$ cat src/rtl/cpu_types_pkg.sv
// Shared CPU memory-side types: word, RAM handshake state and arbiter grant state.
package cpu_types_pkg;

    typedef logic [31:0] word_t;

    typedef enum logic [1:0] {
        FREE   = 2'd0,
        BUSY   = 2'd1,
        ACCESS = 2'd2,
        ERROR  = 2'd3
    } ramstate_t;

    typedef enum logic [1:0] {
        IDLE = 2'd0,
        IGNT = 2'd1,
        DGNT = 2'd2
    } arb_state_t;

endpackage

$ cat src/rtl/mem_arbiter_if.sv
// Requester-side bundle between the datapath request unit and the RAM arbiter.
interface mem_arbiter_if;
    import cpu_types_pkg::*;

    logic  iREN;
    word_t iaddr;
    logic  iwait;
    word_t iload;

    logic  dREN;
    logic  dWEN;
    word_t daddr;
    word_t dstore;
    logic  dwait;
    word_t dload;

    modport arb (
        input  iREN, iaddr, dREN, dWEN, daddr, dstore,
        output iwait, iload, dwait, dload
    );

    modport req (
        output iREN, iaddr, dREN, dWEN, daddr, dstore,
        input  iwait, iload, dwait, dload
    );

    modport tb (
        output iREN, iaddr, dREN, dWEN, daddr, dstore,
        input  iwait, iload, dwait, dload
    );

endinterface

$ cat src/rtl/mem_arbiter.sv
// Single-port RAM arbiter: data accesses win, but a pending fetch is granted
// after MAX_DSTREAK consecutive data grants.
module mem_arbiter
    import cpu_types_pkg::*;
#(
    parameter int unsigned MAX_DSTREAK = 4
) (
    input  logic          CLK,
    input  logic          nRST,
    mem_arbiter_if.arb    bus,
    output logic          ramREN,
    output logic          ramWEN,
    output word_t         ramaddr,
    output word_t         ramstore,
    input  word_t         ramload,
    input  ramstate_t     ramstate
);

    localparam int unsigned SW = $clog2(MAX_DSTREAK + 1);
    localparam logic [SW-1:0] MAX_S = SW'(MAX_DSTREAK);

    arb_state_t    state_q;
    logic [SW-1:0] dstreak_q;
    logic [SW-1:0] dstreak_d;
    logic          dreq;
    logic          fetch_due;
    logic          ram_done;

    assign dreq      = bus.dREN | bus.dWEN;
    assign fetch_due = bus.iREN && (dstreak_q >= MAX_S);
    assign ram_done  = (ramstate == ACCESS) || (ramstate == ERROR);

    // Streak only grows while a fetch is actually waiting behind the data side.
    always_comb begin
        dstreak_d = '0;
        if (bus.iREN)
            dstreak_d = (dstreak_q == MAX_S) ? MAX_S : dstreak_q + 1'b1;
    end

    always_ff @(posedge CLK or negedge nRST) begin
        if (!nRST) begin
            state_q   <= IDLE;
            dstreak_q <= '0;
        end else begin
            unique case (state_q)
                IDLE: begin
                    if (dreq && !fetch_due) begin
                        state_q   <= DGNT;
                        dstreak_q <= dstreak_d;
                    end else if (bus.iREN) begin
                        state_q   <= IGNT;
                        dstreak_q <= '0;
                    end
                end
                // ERROR leaves the grant without completing so the access is re-arbitrated.
                IGNT: if (!bus.iREN || ram_done) state_q <= IDLE;
                DGNT: if (!dreq || ram_done)     state_q <= IDLE;
                default: state_q <= IDLE;
            endcase
        end
    end

    always_comb begin
        ramREN   = 1'b0;
        ramWEN   = 1'b0;
        ramaddr  = '0;
        ramstore = '0;
        unique case (state_q)
            IGNT: begin
                ramREN  = bus.iREN;
                ramaddr = bus.iaddr;
            end
            DGNT: begin
                ramWEN   = bus.dWEN;
                ramREN   = bus.dREN & ~bus.dWEN;
                ramaddr  = bus.daddr;
                ramstore = bus.dstore;
            end
            default: ;
        endcase
    end

    assign bus.iwait = bus.iREN & ~((state_q == IGNT) && (ramstate == ACCESS));
    assign bus.dwait = dreq     & ~((state_q == DGNT) && (ramstate == ACCESS));
    assign bus.iload = ramload;
    assign bus.dload = ramload;

endmodule

$ cat src/flat_wrapper.sv
// flat-port wrapper written by rule: the top's interface ports become plain ports
module mem_arbiter_flat import cpu_types_pkg::*;
#(
    parameter int unsigned MAX_DSTREAK = 4
)
  (CLK, nRST, ramREN, ramWEN, ramaddr, ramstore, ramload, ramstate, bus_iREN, bus_iaddr, bus_dREN, bus_dWEN, bus_daddr, bus_dstore, bus_iwait, bus_iload, bus_dwait, bus_dload);
  mem_arbiter_if bus_i ();
  input  logic CLK;
  input  logic nRST;
  output logic ramREN;
  output logic ramWEN;
  output word_t ramaddr;
  output word_t ramstore;
  input  word_t ramload;
  input  ramstate_t ramstate;
  input wire logic [$bits(bus_i.iREN)-1:0] bus_iREN;
  input wire logic [$bits(bus_i.iaddr)-1:0] bus_iaddr;
  input wire logic [$bits(bus_i.dREN)-1:0] bus_dREN;
  input wire logic [$bits(bus_i.dWEN)-1:0] bus_dWEN;
  input wire logic [$bits(bus_i.daddr)-1:0] bus_daddr;
  input wire logic [$bits(bus_i.dstore)-1:0] bus_dstore;
  output wire logic [$bits(bus_i.iwait)-1:0] bus_iwait;
  output wire logic [$bits(bus_i.iload)-1:0] bus_iload;
  output wire logic [$bits(bus_i.dwait)-1:0] bus_dwait;
  output wire logic [$bits(bus_i.dload)-1:0] bus_dload;
  assign bus_i.iREN = bus_iREN;
  assign bus_i.iaddr = bus_iaddr;
  assign bus_i.dREN = bus_dREN;
  assign bus_i.dWEN = bus_dWEN;
  assign bus_i.daddr = bus_daddr;
  assign bus_i.dstore = bus_dstore;
  assign bus_iwait = bus_i.iwait;
  assign bus_iload = bus_i.iload;
  assign bus_dwait = bus_i.dwait;
  assign bus_dload = bus_i.dload;
  mem_arbiter #(.MAX_DSTREAK(MAX_DSTREAK)) u_core (.CLK(CLK), .nRST(nRST), .bus(bus_i), .ramREN(ramREN), .ramWEN(ramWEN), .ramaddr(ramaddr), .ramstore(ramstore), .ramload(ramload), .ramstate(ramstate));
endmodule
$ cat config.mk
export PLATFORM = sky130hd
export DESIGN_NAME = mem_arbiter_flat
export DESIGN_NICKNAME = d
export VERILOG_FILES = /design/src/rtl/cpu_types_pkg.sv /design/src/rtl/mem_arbiter_if.sv /design/src/rtl/mem_arbiter.sv /design/src/flat_wrapper.sv
export SDC_FILE = /design/constraint.sdc
export NUM_CORES = 1
export LEC_CHECK = 0
export CORE_AREA = 5 5 101 103
export DETAILED_ROUTE_END_ITERATION = 10
export DIE_AREA = 0 0 106 108
export GPL_TIMING_DRIVEN = 1
export PLACE_DENSITY = 0.67
export SLEW_MARGIN = 20
export SYNTH_ARGS = -nofsm -noshare
export SYNTH_HDL_FRONTEND = slang
export SYNTH_SLANG_ARGS = --single-unit
$ cat constraint.sdc
create_clock -name CLK -period 1.6 [get_ports CLK]
set_input_delay 0.24 -clock CLK [delete_from_list [all_inputs] [get_ports CLK]]
set_output_delay 0.24 -clock CLK [all_outputs]
set_load 0.05 [all_outputs]
# Yosys cells after proc, flatten, opt, wreduce, memory -nomap -nowiden
# Index checks and enable logic that the tools add are counted.
[totals]
regBits = 5
out_inout_bits = 132
elab_cells = 46
[op_classes]
muxes = 13
addsub = 1
bitwise = 7
n_lt_le_gt_ge = 1
n_eq_ne = 8
n_reduce_logical = 14
[op_table]
columns = ["op", "count"]
rows = [
  ["32-bit case mux with 2 select lines", 1],
  ["32-bit 2-to-1 mux", 1],
  ["3-bit 2-to-1 mux", 4],
  ["2-bit 2-to-1 mux", 4],
  ["2-bit equality test (second input constant)", 3],
  ["2-bit case mux with 3 select lines", 1],
  ["1-bit logical AND", 4],
  ["2-bit by 1-bit != test with 1-bit output (second input constant)", 2],
  ["3-bit by 1-bit adder with 3-bit output (second input constant)", 1],
  ["1-bit AND", 3],
  ["3-bit equality test (second input constant)", 1],
  ["3-bit greater-or-equal comparator (second input constant)", 1],
  ["1-bit zero test", 3],
  ["1-bit logical OR", 3],
  ["3-bit by 2-bit != test with 1-bit output (second input constant)", 1],
  ["1-bit inverter", 3],
  ["3-bit AND reduction", 1],
  ["2-bit by 1-bit equality test with 1-bit output (second input constant)", 1],
  ["2-bit zero test", 1],
  ["1-bit case mux with 2 select lines", 1],
  ["2-bit AND reduction", 1],
  ["2-bit nonzero test", 1],
  ["1-bit 2-to-1 mux", 1],
  ["1-bit bitwise OR", 1],
]

# Depth between registers and ports, before layout
[logic_depth]
ltp_word = 6
ltp_mapped = 6
ltp_nobuf = 5

# Worst setup path after synthesis
# Ideal clock, no wire load.
[synth_timing]
path_kind = "flip-flop to output port"
startpoint = "register u_core.state_q[0]"
endpoint = "output bus_iwait"
path_slack_ns = -0.618
path_buffers = 2
arrival_ns = 1.978
stages_incl_launch_ff = 5
cell_sequence = "dfrtp_1 -> ha_1 -> buf_2 -> buf_2 -> a21boi_0"
[synth_between]
elab_chain_cells = 4
[synth_lines]
columns = ["item", "line", "source"]
rows = [
  ["start, declared", "mem_arbiter.sv:22", "arb_state_t state_q;"],
  ["start signal, assigned", "mem_arbiter.sv:42", "state_q <= IDLE;"],
  ["start signal, assigned", "mem_arbiter.sv:48", "state_q <= DGNT;"],
  ["start signal, assigned", "mem_arbiter.sv:51", "state_q <= IGNT;"],
  ["2-bit by 1-bit equality test with 1-bit output", "mem_arbiter.sv:83", "assign bus.iwait = bus.iREN & ~((state_q == IGNT) && (ramstate == ACCESS));"],
  ["1-bit logical AND", "mem_arbiter.sv:83", ""],
  ["1-bit inverter", "mem_arbiter.sv:83", ""],
  ["1-bit AND", "mem_arbiter.sv:83", ""],
  ["end, declared", "flat_wrapper.sv:22", "output wire logic [$bits(bus_i.iwait)-1:0] bus_iwait;"],
]
# No other way between the ends.

# Worst setup path after layout
# Same ends and word-level chain as after synthesis.

==> impl_metrics.csv <==
group,metric,value,unit
pwr,clock_power_share,0.028,
cts,clk_latency,0.23,ns
setup_path,cp-start-kind,"flip-flop",
cells_and_area,nNetsFinal,482,
cells_and_area,syn_to_final_growth,195,%
synthesis,seq_area_frac_synth,0.0803,
global_route,grt.total_usage,0.126,
sta,maxSlewHeadroom,0.713,
sta,hold_violations,0,
outcome,failed_checks,"negative setup slack",
sta,period_needed,1.86,ns
placement,dp_cells,431,
pwr,power_frac_seq,0.025,
global_route,grt_pass1_wl,11.5,mm
synthesis,synth_nets,354,
cells_and_area,num-fill-cells,808,
floorplanning,dieWidth,106,um
outcome,status,"finished, violations left",
setup_path,endpoint_kind,"output port",
synthesis,synth.cell_area,0.00156,mm^2
pwr,finalPower,8480,uW
setup_path,r2r_end,"u_core.state_q[0]$_DFFE_PN0P_",
synthesis,netlist_top_cells_area,"buf_4 31%, a22oi_1 15%, and2_1 14%, nor2b_1 13%, dfrtp_1 8.0%",
cells_and_area,final_common_cell,"clkdlybuf4s50_1",
detailed_routing,detail-route-antenna-nets,0,
pwr,combPwrFrac,0.947,
cts,cts-buffers-inserted,3,
placement,gp_congestion,0.772,
detailed_routing,via_per_inst,4.28,
placement,hpwl,6.03,mm
setup_path,cp.arrival,1.62,ns
pwr,ir_worst_vdd,890,uV
global_route,grt.overflow.total,0,
synthesis,synth.ff_latch_count,5,
cts,h-tree-depth,1,
sta,fin_skew,0.00541,ns
cts,cts_sinks,5,
cells_and_area,final_cell_mix,"102 x clkdlybuf4s50_1, 75 x buf_12, 34 x and2_4",
pwr,switching_share,0.449,
setup_path,reg2reg_slack,0.05,ns
sta,setup_viol,68,
detailed_routing,wirelength,8.00,mm
floorplanning,dieArea,0.0114,mm^2
sta,maxSlewViolCount,0,
placement,portBuffers,170,
cts,cts_root_buf,"clkbuf_8",
pwr,switchingPower,3800,uW
cts,cts_tree,"yes",
setup_path,reg2reg_depth,7,
global_route,grt_max_degree,18,
setup_path,rr_startpoint,"u_core.state_q[0]$_DFFE_PN0P_",
cells_and_area,drive_above_1_share,0.619,
floorplanning,rows,35,
worst_hold_path,hp-class,"in2async",
cells_and_area,stdcell_count,452,
synthesis,yosysWarnings,0,
synthesis,synth.avg_cell_area,7.29,um^2
run,maxCapViolCount,0,
pwr,p_int,4680,uW
cells_and_area,num_antenna_cells,0,
detailed_routing,drt_iter0_markers,39,
synthesis,yosysTopAreaCellShare,0.308,
global_route,grt_pass1_vias,2093,
pwr,powerDensity,1850,mW/mm^2
sta,clock.fmax,537,MHz
synthesis,netlist_instances,214,
setup_path,cp_max_fo,7,
floorplanning,start_util,0.171,
sta,timing.final.crit_share,1.16,
pwr,p_leak,0.00182,uW
sta,worst_pin_slew,0.429,ns
synthesis,ys_types,28,
cts,clk_pin_slew,0.04,ns
global_route,antenna_found_initial,0,
detailed_routing,remaining_drc_errors,0,
cells_and_area,final_util,0.504,
floorplanning,die_h,108,um
setup_path,crit_type,"reg2out",
floorplanning,core,0.00911,mm^2
setup_path,worstPathRequired,1.36,ns
sta,grt_setup_unrepaired,"true",
sta,layout_setup_ws,-0.262,ns
detailed_routing,wl_per_cell,17.7,um
cts,clock_path_buffers,2,
detailed_routing,route.vias.total,1935,
detailed_routing,drt-pass1-iter-count,4,
floorplanning,ios,267,
synthesis,synth_area_leader_cell,"buf_4",
[per-stage QoR]
stage	setup TNS (ns)	hold WS [ns]	cell area [um^2]	worst slack, ns
2_1_floorplan	-2.25	-0.0556	1700	-0.0853
3_3_place_gp	-0.0138	0.478	3810	-0.0138
3_5_place_dp	-0.566	0.480	3810	-0.0560
4_1_cts	-11.43	0.246	4260	-0.239
5_1_grt	-16.78	0.244	4590	-0.316
6_report	-12.36	0.240	4590	-0.262
[area by class of cell]
type | instances | area (um^2) | share of cell area
clock inverters | 1 | 5.00 | 0.00109
well taps | 111 | 139 | 0.0302
repair buffers | 201 | 2860 | 0.622
flip-flops and latches | 5 | 125 | 0.0272
clock buffers | 3 | 41.3 | 0.00899
multi-input cells | 127 | 1410 | 0.307
inverters | 4 | 15.0 | 0.00327
[routing by layer]
metal / vias up / wire length [um] / part of all wire / GRT usage
li1: 908 / - / - / -
met1: 902 / 2850 / 0.36 / 0.138
met2: 100 / 4350 / 0.54 / 0.235
met3: 25 / 632 / 0.079 / 0.0370
met4: 0 / 174 / 0.022 / 0.0370
met5: - / 0 / 0 / 0
[critical path: stages (launching register included)]
cell and delay [ns]:
dfrtp_1 0.40, buf_6 0.13, ha_4 0.16, buf_12 0.14, buf_8 0.13, buf_6 0.11, a21boi_2 0.14, buf_6 0.17
[synth_stat cells]
master	n
o31ai_1	1
a21o_1	1
nand2b_1	1
clkbuf_2	2
a21boi_0	1
a211oi_1	1
mux2_2	1
o21ba_2	1
a22oi_1	32
dfrtp_1	5
nor2b_1	33
nor2_1	1
a32o_1	1
buf_4	64
nand3_1	1
and2_1	34
ha_1	5
a22o_1	2
nand2_1	3
clkbuf_1	3
a211o_1	1
o21ai_1	1
and3_1	1
buf_2	9
a21oi_1	3
inv_1	4
nor3_1	1
o21ai_0	1
[power groups by stage]
stage / Combinational (uW) / Sequential, uW / Clock, uW
CTS: 7390 / 212 / 240
finish: 8030 / 212 / 240
detailed placement: 6320 / 204 / 0
global placement: 6250 / 200 / 0
floorplan: 3670 / 196 / 0
global route: 8330 / 217 / 263
[cell families after synthesis]
logic type / after synthesis / share of synthesized area
AND/OR/NAND/NOR: 75 / 0.293
flip-flops: 5 / 0.0803
multiplexers: 1 / 0.00722
buffers and inverters: 82 / 0.360
adder cells (fa/ha/maj): 5 / 0.0401
AO/OA/AOI/OAI: 46 / 0.219
[worst max path at each step]
stage	endpoint	depth (start not counted)	start	slack, ns
5_1_grt	bus_iwait	7	u_core.state_q[0]$_DFFE_PN0P_	-0.32
3_5_place_dp	ramREN	7	u_core.state_q[0]$_DFFE_PN0P_	-0.06
3_3_place_gp	ramREN	7	u_core.state_q[0]$_DFFE_PN0P_	-0.01
6_report	bus_iwait	7	u_core.state_q[0]$_DFFE_PN0P_	-0.26
2_1_floorplan	bus_dwait	5	u_core.state_q[0]$_DFFE_PN0P_	-0.09
4_1_cts	ramaddr[4]	7	u_core.state_q[0]$_DFFE_PN0P_	-0.24
[registers in the layout (all words and copies together), names as in the netlist]
name              flops
u_core.dstreak_q      3
u_core.state_q        2
[what timing repair did]
action,CTS,global route
endpoints found under the setup margin,68,70
hold buffers,0,0
buffers inserted,5,7
pin swaps,5,15
gates resized for setup,75,59
gates cloned,4,1
Note: power is estimated with default switching activity, not from simulation.
